===== src/rtl/explosion_pkg.sv =====
// Shared types and constants for the explosion effect and the other VGA-stage blocks.
// Screen limits live here so every block clamps coordinates the same way.
package explosion_pkg;

   typedef enum logic [1:0] {
      IDLE   = 2'd0,
      GROW   = 2'd1,
      SHRINK = 2'd2,
      ACK    = 2'd3
   } expl_state_t;

   localparam int EXPL_MAX_RADIUS = 24;
   localparam int EXPL_STEP       = 3;
   localparam int EXPL_RING_W     = 4;

   localparam int H_MAX = 639;
   localparam int V_MAX = 524;

   // Full-width compare, so huge request values still land on the screen edge.
   function automatic logic [9:0] clamp_coord(input logic [32:0] v, input logic [9:0] lim);
      return (v > {23'd0, lim}) ? lim : v[9:0];
   endfunction

endpackage


===== src/rtl/explosion_effect_if.sv =====
// Four-phase destroy handshake between the meteor block (master) and the explosion effect (slave).
interface explosion_effect_if;

   logic        startDesClock;
   logic [32:0] dH;
   logic [32:0] dV;
   logic        desClock;
   logic        busy;

   modport master (output startDesClock, dH, dV, input desClock, busy);
   modport slave  (input startDesClock, dH, dV, output desClock, busy);

endinterface


===== src/rtl/frame_pulse_detect.sv =====
// One-cycle frame pulse when VCounter wraps from a non-zero row back to row 0.
module frame_pulse_detect (
   input  logic       clk,
   input  logic       resetn,
   input  logic [9:0] VCounter,
   output logic       frame
);

   logic [9:0] v_prev;

   always_ff @(posedge clk) begin
      if (!resetn) v_prev <= '0;
      else         v_prev <= VCounter;
   end

   assign frame = (VCounter == 10'd0) && (v_prev != 10'd0);

endmodule


===== src/rtl/explosion_effect.sv =====
// Expanding-then-collapsing diamond ring drawn at the latched meteor centre, acknowledged on desClock.
//
//   state  | meaning
//   IDLE   | waiting for a rising edge of startDesClock
//   GROW   | radius += STEP per frame until MAX_RADIUS
//   SHRINK | radius -= STEP per frame until 0
//   ACK    | desClock high until startDesClock drops
module explosion_effect #(
   parameter logic [9:0] MAX_RADIUS = 10'(explosion_pkg::EXPL_MAX_RADIUS),
   parameter logic [9:0] STEP       = 10'(explosion_pkg::EXPL_STEP),
   parameter logic [9:0] RING_W     = 10'(explosion_pkg::EXPL_RING_W),
   parameter logic [9:0] H_MAX      = 10'(explosion_pkg::H_MAX),
   parameter logic [9:0] V_MAX      = 10'(explosion_pkg::V_MAX)
) (
   input  logic                     clk,
   input  logic                     resetn,
   input  logic [9:0]               HCounter,
   input  logic [9:0]               VCounter,
   output logic                     pixel,
   explosion_effect_if.slave        bus
);

   import explosion_pkg::*;

   expl_state_t state;
   logic [9:0]  radius;
   logic [9:0]  cx;
   logic [9:0]  cy;
   logic        start_q;
   logic        desclk_q;
   logic        busy_q;
   logic        frame;
   logic        start_rise;
   logic [10:0] dx;
   logic [10:0] dy;
   logic [11:0] d;
   logic [10:0] grow_next;
   logic        on_ring;

   frame_pulse_detect u_frame (
      .clk      (clk),
      .resetn   (resetn),
      .VCounter (VCounter),
      .frame    (frame)
   );

   assign start_rise = bus.startDesClock & ~start_q;
   assign grow_next  = {1'b0, radius} + {1'b0, STEP};

   assign dx = (HCounter >= cx) ? {1'b0, HCounter - cx} : {1'b0, cx - HCounter};
   assign dy = (VCounter >= cy) ? {1'b0, VCounter - cy} : {1'b0, cy - VCounter};
   assign d  = {1'b0, dx} + {1'b0, dy};

   assign on_ring = (state == GROW || state == SHRINK) &&
                    (d <= {2'b00, radius}) &&
                    ((d + {2'b00, RING_W}) > {2'b00, radius});

   always_ff @(posedge clk) begin
      if (!resetn) begin
         state    <= IDLE;
         radius   <= '0;
         cx       <= '0;
         cy       <= '0;
         start_q  <= 1'b0;
         desclk_q <= 1'b0;
         busy_q   <= 1'b0;
         pixel    <= 1'b0;
      end else begin
         start_q <= bus.startDesClock;
         pixel   <= on_ring;
         case (state)
            IDLE: begin
               if (start_rise) begin
                  cx     <= clamp_coord(bus.dH, H_MAX);
                  cy     <= clamp_coord(bus.dV, V_MAX);
                  radius <= STEP;
                  busy_q <= 1'b1;
                  state  <= GROW;
               end
            end
            GROW: begin
               if (frame) begin
                  if (grow_next >= {1'b0, MAX_RADIUS}) begin
                     radius <= MAX_RADIUS;
                     state  <= SHRINK;
                  end else begin
                     radius <= grow_next[9:0];
                  end
               end
            end
            SHRINK: begin
               if (frame) begin
                  if (radius <= STEP) begin
                     radius   <= '0;
                     desclk_q <= 1'b1;
                     state    <= ACK;
                  end else begin
                     radius <= radius - STEP;
                  end
               end
            end
            ACK: begin
               if (!bus.startDesClock) begin
                  desclk_q <= 1'b0;
                  busy_q   <= 1'b0;
                  state    <= IDLE;
               end
            end
            default: state <= IDLE;
         endcase
      end
   end

   assign bus.desClock = desclk_q;
   assign bus.busy     = busy_q;

endmodule

===== src/flat_wrapper.sv =====
// flat-port wrapper written by rule: the top's interface ports become plain ports
module explosion_effect_flat import explosion_pkg::*;
#(
   parameter logic [9:0] MAX_RADIUS = 10'(explosion_pkg::EXPL_MAX_RADIUS),
   parameter logic [9:0] STEP       = 10'(explosion_pkg::EXPL_STEP),
   parameter logic [9:0] RING_W     = 10'(explosion_pkg::EXPL_RING_W),
   parameter logic [9:0] H_MAX      = 10'(explosion_pkg::H_MAX),
   parameter logic [9:0] V_MAX      = 10'(explosion_pkg::V_MAX)
)
  (clk, resetn, HCounter, VCounter, pixel, bus_startDesClock, bus_dH, bus_dV, bus_desClock, bus_busy);
  explosion_effect_if bus_i ();
  input  logic clk;
  input  logic resetn;
  input  logic [9:0] HCounter;
  input  logic [9:0] VCounter;
  output logic pixel;
  input wire logic [$bits(bus_i.startDesClock)-1:0] bus_startDesClock;
  input wire logic [$bits(bus_i.dH)-1:0] bus_dH;
  input wire logic [$bits(bus_i.dV)-1:0] bus_dV;
  output wire logic [$bits(bus_i.desClock)-1:0] bus_desClock;
  output wire logic [$bits(bus_i.busy)-1:0] bus_busy;
  assign bus_i.startDesClock = bus_startDesClock;
  assign bus_i.dH = bus_dH;
  assign bus_i.dV = bus_dV;
  assign bus_desClock = bus_i.desClock;
  assign bus_busy = bus_i.busy;
  explosion_effect #(.MAX_RADIUS(MAX_RADIUS), .STEP(STEP), .RING_W(RING_W), .H_MAX(H_MAX), .V_MAX(V_MAX)) u_core (.clk(clk), .resetn(resetn), .HCounter(HCounter), .VCounter(VCounter), .pixel(pixel), .bus(bus_i));
endmodule

===== config.mk =====
export PLATFORM = sky130hd
export DESIGN_NAME = explosion_effect_flat
export DESIGN_NICKNAME = d
export VERILOG_FILES = /design/src/rtl/explosion_pkg.sv /design/src/rtl/explosion_effect_if.sv /design/src/rtl/frame_pulse_detect.sv /design/src/rtl/explosion_effect.sv /design/src/flat_wrapper.sv
export SDC_FILE = /design/constraint.sdc
export NUM_CORES = 1
export LEC_CHECK = 0
export BUFFER_PORTS_ARGS = -buffer_cell sky130_fd_sc_hd__buf_2
export CAP_MARGIN = 0
export CORE_MARGIN = 2
export CORE_UTILIZATION = 43
export DETAILED_ROUTE_END_ITERATION = 7
export SYNTH_ARGS = -nofsm -noshare
export SYNTH_HDL_FRONTEND = slang
export SYNTH_SLANG_ARGS = --single-unit
export TNS_END_PERCENT = 1

===== constraint.sdc =====
create_clock -name clk -period 18.37 [get_ports clk]
set_input_delay 3.674 -clock clk [delete_from_list [all_inputs] [get_ports clk]]
set_output_delay 3.674 -clock clk [all_outputs]
set_load 0.02 [all_outputs]

======== Yosys cells after proc, flatten, opt, wreduce, memory -nomap -nowiden ========
Index checks and enable logic that the tools add are counted.
storage, ports and cells
  bits in registers ....................... 46
  bits in latches ......................... 0
  RAM bits ................................ 0
  bits in read-only memories .............. 0
  logic and storage cells ................. 74
  memories ................................ 0
operators by class
  $add $sub $neg .......................... 8
  multiply operators ...................... 0
  div/mod/pow operators ................... 0
  magnitude comparators ................... 8
  equality and inequality tests ........... 9
  shift-type cells ........................ 0
  mux-type cells .......................... 23
  bitwise logic cells ..................... 2
  reductions and logical operators ........ 15
operators with widths
  kind                                                                     count
  10-bit two-way mux                                                       9
  33-bit by 10-bit > comparator with 1-bit output, second input constant   2
  10-bit subtractor                                                        4
  10-bit one-hot mux with 3 select lines                                   1
  10-bit >= comparator                                                     2
  11-bit by 11-bit adder with 12-bit output                                1
  12-bit by 3-bit adder with 12-bit output, second input constant          1
  12-bit by 10-bit > comparator with 1-bit output                          1
  12-bit by 10-bit <= comparator with 1-bit output                         1
  2-bit two-way mux                                                        6
  10-bit by 2-bit adder with 11-bit output, second input constant          1
  11-bit by 5-bit >= comparator with 1-bit output, second input constant   1
  10-bit by 2-bit <= comparator with 1-bit output, second input constant   1
  10-bit zero test                                                         1
  10-bit nonzero test                                                      1
  10-bit by 2-bit subtractor with 10-bit output, second input constant     1
  2-bit one-hot mux with 4 select lines                                    1
  4-bit AND reduction                                                      2
  2-bit by 1-bit inequality test with 1-bit output, second input constant  3
  2-bit inequality test, second input constant                             3
  6-bit AND reduction                                                      1
  2-bit equality test, second input constant                               2
  1-bit two-way mux                                                        4
  1-bit one-hot mux with 2 select lines                                    2
  10 further kinds                                                         13

======== Longest topological paths before layout ========
Gate-level depths: netlist of run 1.
  depth in word-level cells ............... 6
  mapped depth ............................ 26

======== By module ========
Synthesis of run 1 repeated with hierarchy kept, for this count alone.
second synthesis, totals
  cell total of the unflattened synthesis .. 616
  area, all modules ....................... 4,889.7 µm²
by module, submodules not included
  module              instances  cells an instance  area an instance (µm²)  sequential area each (µm²)
  explosion_effect    1          588                4,569.4                 720.7
  frame_pulse_detect  1          28                 320.3                   200.2

======== Worst setup path after synthesis of run 1 ========
Ideal clock, no wire load.
  path kind ............................... input-to-reg
  start ................................... input VCounter[0]
  end ..................................... register u_core.pixel
  arrival time ............................ 8.385 ns
  path slack .............................. 9.863 ns
  stages .................................. 25
  cell sequence ........................... inv_1 ha_1 inv_1 fa_1 a21o_1 a21oi_1 a211oi_2 nor3_4 buf_6 mux2_2 inv_1 fa_1 nor2b_1 o22ai_1 xnor2_1 nand3_1 nor3_1 and3_1 xor2_1 ha_1 nand2_1 or2_2 or4b_2 o21ai_0 a21oi_1
on the way
  word-level cells in the longest chain between the ends .. 6
  elaborated cells between the ends (all ways) .. 10
  those cells by class .................... 4 x add/sub; 3 x order compare; 1 x mux; 2 x reduce/logical
ends and longest elaborated chain
  what                                                                                                                 line                                            RTL
  start: declaration                                                                                                   flat_wrapper.sv:15                              input logic [9:0] VCounter;
  10-bit subtractor / 10-bit >= comparator (equally long branches)                                                     explosion_effect.sv:51                          assign dy = (VCounter >= cy) ? {1'b0, VCounter - cy} : {1'b0, cy - VCounter};
  10-bit two-way mux (*)                                                                                               explosion_effect.sv:51
  11-bit by 11-bit adder with 12-bit output (*)                                                                        explosion_effect.sv:52                          assign d = {1'b0, dx} + {1'b0, dy};
  12-bit by 3-bit adder with 12-bit output / 12-bit by 10-bit <= comparator with 1-bit output (equally long branches)  explosion_effect.sv:56, explosion_effect.sv:55
  12-bit by 10-bit > comparator with 1-bit output / 1-bit logical AND (equally long branches)                          explosion_effect.sv:56, explosion_effect.sv:54
  1-bit logical AND (*)                                                                                                explosion_effect.sv:55                          (d <= {2'b00, radius}) &&
  end signal: assignment                                                                                               explosion_effect.sv:70                          pixel <= on_ring;
  end: declaration                                                                                                     explosion_effect.sv:19                          output logic pixel,
Mark *: on every way between the ends. The rest lies on a longest branch, timed or not.
A chain may end at the register's enable or synchronous reset.

======== Worst setup path in the final report of run 1 ========
  start ................................... input HCounter[0]
  end ..................................... register u_core.pixel
on the way
  word-level cells in the longest chain between the ends .. 6
  elaborated cells between the ends (all ways) .. 10
  those cells by class .................... 4 x add/sub; 3 x order compare; 1 x mux; 2 x reduce/logical
ends and longest elaborated chain
  what                                                                                                                 line                                            RTL
  start: declaration                                                                                                   flat_wrapper.sv:14                              input logic [9:0] HCounter;
  10-bit subtractor / 10-bit >= comparator (equally long branches)                                                     explosion_effect.sv:50                          assign dx = (HCounter >= cx) ? {1'b0, HCounter - cx} : {1'b0, cx - HCounter};
  10-bit two-way mux (*)                                                                                               explosion_effect.sv:50
  11-bit by 11-bit adder with 12-bit output (*)                                                                        explosion_effect.sv:52
  12-bit by 3-bit adder with 12-bit output / 12-bit by 10-bit <= comparator with 1-bit output (equally long branches)  explosion_effect.sv:56, explosion_effect.sv:55
  12-bit by 10-bit > comparator with 1-bit output / 1-bit logical AND (equally long branches)                          explosion_effect.sv:56, explosion_effect.sv:54
  1-bit logical AND (*)                                                                                                explosion_effect.sv:55
Marks and branches as above.

==> metrics.md, run 1 <==
| Metric | Value |
|---|---|
| Total clock sinks | 46 |
| Routed wire per std cell | 14.7 um |
| H-Tree Depth | 2 |
| Initial Utilization | 43.6% |
| Syn-to-layout area delta | 14.1% |
| Fin Setup TNS | 0 ps |
| Hold buffer count at CTS | 0 |
| Synthesized Nets | 795 |
| GPL Wtd Cong | 0.913 |
| Post-cts gate resize count | 0 |
| Initial antenna violation count | 0 |
| Clock Tree Buf Depth | 2 |
| Worst-case hold slack | 509 ps |
| Arrival time worst endpoint | 9260 ps |
| First-pass GRT wire length | 21.0 mm |
| Cells after synthesis | 628 |
| Max_cap viols | 0 |
| Crit share post-route | 49.4% |
| Post-place instance area | 0.00548 sq mm |
| Worst-Margin Slew | 1110 ps |
| GRT Total Usage | 20.1% |
| Hold violation total from the final report | 0 |
| LEAKAGE | 0.00252 uW |
| Vias in the first global route | 4566 |
| Synthesized flop and latch total | 46 |
| Core Area | 0.0113 sq mm |
| Worst hold stages | 2 |
| Peak supply drop | 156 uV |
| Antenna violation net count after detailed routing | 0 |
| Via count | 4723 |
| Reg-to-reg critical path endpoint | u_core.pixel |
| Gr busiest metal | met2 |
| Die area | 0.0124 sq mm |
| Num CTS Buffers | 5 |
| Via density | 5.54 |
| Worst R2R Setup Slack | 12470 ps |
| CP Data Required Time | 18560 ps |
| DR iter-0 viols | 171 |
| Post-synth EDFFs | 0 |
| GR Util met3 | 2.30% |
| Die Ht | 111 um |
| Fin area | 0.00564 sq mm |
| Final core utilization | 49.8% |
| Crit end category | register |
| Worst R2R Start | u_core.cx[0] |
| Yosys warns | 0 |
| Setup Viol. Count Final | 0 |
| Cell Pwr Density | 158 mW/mm^2 |
| Cell Area, Synth | 0.00494 sq mm |
| Async set-reset flop share out of synthesis | 0% |
| Clk root buf | clkbuf_16 |
| RSZ-0062 raised after global routing | no |
| Final slew viol count | 0 |
| Clock Latency Late Sink | 300 ps |
| I/O Pins | 92 |
| Clk_skew | 6.73 ps |
| Die X | 111 um |
| Port buffer count | 91 |
| Crit Path Category | in -> reg |
| CTS tree | yes |
| Synth unique cells | 62 |
| WL final | 12.5 mm |
| NumNets Final | 875 |
| Slew HR | 26.2% |
| FMAX | 0.110 GHz |
| Sequential share of the synthesized area | 18.6% |
| Crit-path max FO | 12 |
| Largest net degree at the start of global routing | 48 |
| Ys flop type | dfxtp_1 |
| Fraction of layout cells with a size suffix above 1 | 18.5% |
| Post-CTS setup buffers | 0 |
| Critical Path Start Type | input port |
| Cell row count | 39 |
| Status | finished clean |
| Tot Pwr | 888 uW |
| Min Clock Period, post-route | 9070 ps |
| Met1 GRT Util | 26.0% |
| ANT cells | 0 |
| HPWL after detailed placement | 10.2 mm |
| GR Util met2 | 35.3% |
| Fillcell total | 1123 |
| DRC | 0 |
| Path category of the worst min-delay check | reg -> reg |
| Min-delay src | u_core.state[0] |
| Hold endpoint | u_core.state[0] |
| Worst R2R Path Depth | 23 |
| Overflow after GRT | 0 |
| Clock-pin slew on the worst setup and hold paths | 80 ps |
| Syn_area_per_cell | 7.87 sq um |
| 1st-pass router iterations | 4 |
==> layer usage <==
layer,routed length (um),vias to the layer above
met5,0,-
met4,209,0
met3,528,15
met2,6020,118
met1,5760,2169
li1,-,2421
==> layout by cell type, fill, tap and decap left out, drive strengths merged, types with 6 or more instances in the layout <==
cell type / instances
buf: 92
inv: 79
ha: 73
a21oi: 52
o21ai: 48
dfxtp: 46
nand2: 32
nor2: 26
xnor2: 21
nand3: 21
a21o: 21
nor4: 17
nor2b: 15
and2: 15
nor3: 15
mux2i: 12
a22oi: 11
nand4: 10
xor2: 9
o21bai: 8
o221a: 8
a211oi: 8
a31oi: 7
o211ai: 6
==> power by group <==
part	switching, uW	internal (uW)
combinational	376	287
clock	45.6	52.3
sequential	14.7	112
total	437	452
==> worst max-delay path by stage <==
stage	startpoint	end	slack, ps	depth (start not counted)
detailed placement	HCounter[0]	u_core.pixel	9000	25
finish	HCounter[0]	u_core.pixel	9300	25
floorplan	VCounter[0]	u_core.pixel	9860	25
global route	HCounter[0]	u_core.pixel	8900	25
global placement	HCounter[0]	u_core.pixel	9180	25
CTS	HCounter[0]	u_core.pixel	9310	25
==> cell families after synthesis <==
logic type / count (synthesis) / share of synthesized area, %
xor+xnor: 30 / 5.32
simple gates: 170 / 18.8
mux: 14 / 2.89
buf+inv: 96 / 7.83
flops: 46 / 18.6
fa+ha+maj: 78 / 20.5
compound gates: 194 / 26.0
==> worst max-delay path, cell delays in order <==
cell,delay (ps)
buf_2,90
inv_1,40
ha_1,180
inv_1,90
fa_1,200
a21o_1,110
a21oi_1,100
a21o_1,190
a32oi_1,890
mux2_2,340
inv_1,60
fa_1,420
nor2b_1,180
o22ai_1,120
xnor2_1,380
nand3_1,190
nor3_1,260
and3_1,220
xor2_1,70
ha_1,300
nand2_1,70
or2_2,300
or4b_2,600
o21ai_0,90
a21oi_1,80
==> stage by stage <==
stage | setup WS [ps] | std cells
4_1_cts | 9310 | 852
3_3_place_gp | 9180 | 844
2_1_floorplan | 9860 | 628
3_5_place_dp | 9000 | 844
5_1_grt | 8900 | 852
6_report | 9300 | 852
==> state kept, by name (all words and copies together), names as in the netlist <==
register,count
u_core.u_frame.v_prev,10
u_core.cy,10
u_core.bus.desClock,1
u_core.radius,10
u_core.pixel,1
u_core.start_q,1
u_core.state,2
u_core.cx,10
u_core.bus.busy,1
==> final cells by class <==
cell class / count / area, sq um / area share [%]
sequential: 46 / 921 / 16.3
inverter: 77 / 289 / 5.13
clock inverter: 3 / 28.8 / 0.510
multi-input combinational: 486 / 3630 / 64.4
clock buffer: 5 / 125 / 2.22
tap: 143 / 179 / 3.17
timing repair buffer: 92 / 463 / 8.21
==> synthesized netlist by cell type, types with 10 or more instances <==
cell type  instances  area [sq um]
inv_1             77           289
nor4_1            13          81.3
nand4_1           10          62.6
xnor2_1           21           184
clkbuf_1          10          37.5
nand2_1           32           120
o21ai_0           46           230
nand3_1           21           105
nor3_1            14          70.1
a21oi_1           51           255
ha_1              73           913
dfxtp_1           46           921
mux2i_1           12           120
a22oi_1           11          82.6
nor2_1            26          97.6
and2_1            15          93.8
a21o_1            18           135
nor2b_1           15          93.8
Power figures use the tool's default switching activity.
==> run 2, diff against run 1 <==
clock period = 9.45 ns   (was 18.37 ns; I/O delays follow)
==> run 2 against run 1 <==
Final area unchanged. Count of clock-buffer cells in the layout unchanged. Global-route usage up 0.050 points. Via count up 0.51%. Wire length up 0.32%. Clock power up 96%. Cell count unchanged. Register-to-register slack worse by 9000 ps. Largest cell class unchanged. Largest power group unchanged.
==> metrics.md, run 2 (synthesis gave the netlist of run 1 again) <==
| Metric | Value |
|---|---|
| Clock Tree Buf Depth | 2 (unchanged) |
| Initial antenna violation count | 0 (unchanged) |
| Via density | 5.57 (+0.51%) |
| Overflow after GRT | 0 (unchanged) |
| Critical Path Most Common Cell | inv_1 |
| Comb pwr share | 74.6% (about the same) |
| RSZ-0062 raised after global routing | no |
| Die area | 0.0124 sq mm (unchanged) |
| Internal power | 877 uW (+94%) |
| Post-CTS setup buffers | 0 (unchanged) |
| Die Ht | 111 um (unchanged) |
| Clk pwr share | 11.1% (about the same) |
| Worst-Margin Slew | 1140 ps (+30.6 ps) |
| P_sw | 852 uW (+95%) |
| H-Tree Depth | 2 (unchanged) |
| GPL Wtd Cong | 0.913 (about the same) |
| Min Clock Period, post-route | 7350 ps |
| DR iter-0 viols | 244 (+43%) |
| Setup Viol. Count Final | 0 (unchanged) |
| Post-cts gate resize count | 0 (unchanged) |
| Initial Utilization | 43.6% (unchanged) |
| Vias in the first global route | 4606 (+0.88%) |
| Worst R2R Setup Slack | 3480 ps (-8990 ps) |
| Die X | 111 um (unchanged) |
| Max_cap viols | 0 (unchanged) |
| ANT cells | 0 (unchanged) |
| Slew HR | 24.1% (-2.0 points) |
| Clk root buf | clkbuf_16 |
| Critical Path Start Type | input port |
| Hold violation total from the final report | 0 (unchanged) |
| Routed wire per std cell | 14.7 um (+0.32%) |
| Arrival time worst endpoint | 7540 ps (-1720 ps) |
| Total clock sinks | 46 (unchanged) |
| First-pass GRT wire length | 21.0 mm (+0.23%) |
| Min-delay src | u_core.bus.busy |
| GRT Total Usage | 20.1% (+0.050 points) |
| NumNets Final | 875 (unchanged) |
| Core Area | 0.0113 sq mm (unchanged) |
| Commonest non-fill, non-tap cells in the layout | 91 x buf_2, 77 x inv_1, 73 x ha_1 |
| Sequential share of power | 14.3% (about the same) |
| Largest net degree at the start of global routing | 48 (unchanged) |
| Worst-case hold slack | 502 ps (-7.58 ps) |
| CP Data Required Time | 9640 ps (-8920 ps) |
| Final slew viol count | 0 (unchanged) |
| Post-place instance area | 0.00548 sq mm (unchanged) |
| Reg-to-reg critical path endpoint | u_core.pixel |
| Peak supply drop | 328 uV (+110%) |
| Fin area | 0.00564 sq mm (unchanged) |
| Clk_skew | 6.71 ps (-0.0175 ps) |
| 1st-pass router iterations | 4 (unchanged) |
| Path category of the worst min-delay check | reg -> reg |
| DRC | 0 (unchanged) |
| Crit-path max FO | 12 (unchanged) |
| LEAKAGE | 0.00252 uW (unchanged) |
| Via count | 4747 (+0.51%) |
| Clock Latency Late Sink | 300 ps (about the same) |
| Hold buffer count at CTS | 0 (unchanged) |
| Final core utilization | 49.8% (unchanged) |
| Clock-pin slew on the worst setup and hold paths | 80 ps (about the same) |
| Num CTS Buffers | 5 (unchanged) |
| Cell Pwr Density | 307 mW/mm^2 (+95%) |
| Most common cell after layout, fill and taps aside | buf_2 |
| Crit share post-route | 77.7% |
| CP max stage cell | a32oi_1 |
| Crit path largest cell delay | 910 ps (+20 ps) |
| Worst R2R Path Depth | 23 (unchanged) |
| Fin Setup TNS | 0 ps (unchanged) |
| Crit end category | register |
| Worst R2R Start | u_core.cx[0] |
| Hold endpoint | u_core.bus.busy |
| Switching part of the total | 49.3% (+0.090 points) |
| WL final | 12.6 mm (+0.32%) |
| Worst hold stages | 2 (unchanged) |
| Fraction of layout cells with a size suffix above 1 | 18.5% (unchanged) |
| CTS tree | yes |
| Syn-to-layout area delta | 14.1% (unchanged) |
| FMAX | 0.136 GHz |
| Cell row count | 39 (unchanged) |
| I/O Pins | 92 (unchanged) |
| Status | finished clean |
| Port buffer count | 91 (unchanged) |
| Crit Path Category | in -> reg |
| Tot Pwr | 1730 uW (+95%) |
| Antenna violation net count after detailed routing | 0 (unchanged) |
| HPWL after detailed placement | 10.1 mm (-0.57%) |
==> run 2: cell counts in the layout (fill, tap and decap cells not counted) <==
Identical to the previous run, type by type.
==> run 2: power by group through the flow <==
stage / combinational (uW) / sequential, uW / clock [uW]
final: 1290 / 248 / 192
after CTS: 1280 / 247 / 198
after detailed placement: 1270 / 252 / 0
after floorplan: 1000 / 246 / 0
after global placement: 1250 / 251 / 0
after global routing: 1460 / 252 / 203
==> run 2: per-stage QoR <==
stage          std cells  setup WS [ps]
2_1_floorplan        628           2730
3_3_place_gp         844           2050
3_5_place_dp         844           1800
4_1_cts              852           2140
5_1_grt              852           1730
6_report             852           2100
==> run 2: cell type report <==
class / count / area (sq um)
tap: 143 / 179
clock inverter: 3 / 28.8
sequential: 46 / 921
clock buffer: 5 / 125
fill: 1132 / 5680
multi-input combinational: 486 / 3630
inverter: 77 / 289
timing repair buffer: 92 / 463
==> run 2: per-layer routing <==
metal | vias up | routed length (um) | track usage (%)
li1 | 2412 | - | -
met1 | 2192 | 5740 | 25.8
met2 | 128 | 5990 | 35.0
met3 | 15 | 584 | 3.01
met4 | 0 | 240 | 5.93
met5 | - | 0 | 0
==> run 2: how the worst max path moves through the flow <==
stage / from / endpoint / slack, ps
after floorplan: VCounter[0] / u_core.pixel / 2730
after global placement: HCounter[0] / u_core.pixel / 2050
after detailed placement: HCounter[0] / u_core.pixel / 1800
after CTS: HCounter[0] / u_core.pixel / 2140
after global routing: HCounter[0] / u_core.pixel / 1730
final: HCounter[0] / u_core.pixel / 2100
==> run 2: critical path: cells and delay by family <==
kind / cells / cell delay, ps
buf+inv: 4 / 280
mux: 1 / 340
compound gates: 7 / 1590
simple gates: 7 / 1870
fa+ha+maj: 4 / 1100
xor+xnor: 2 / 460
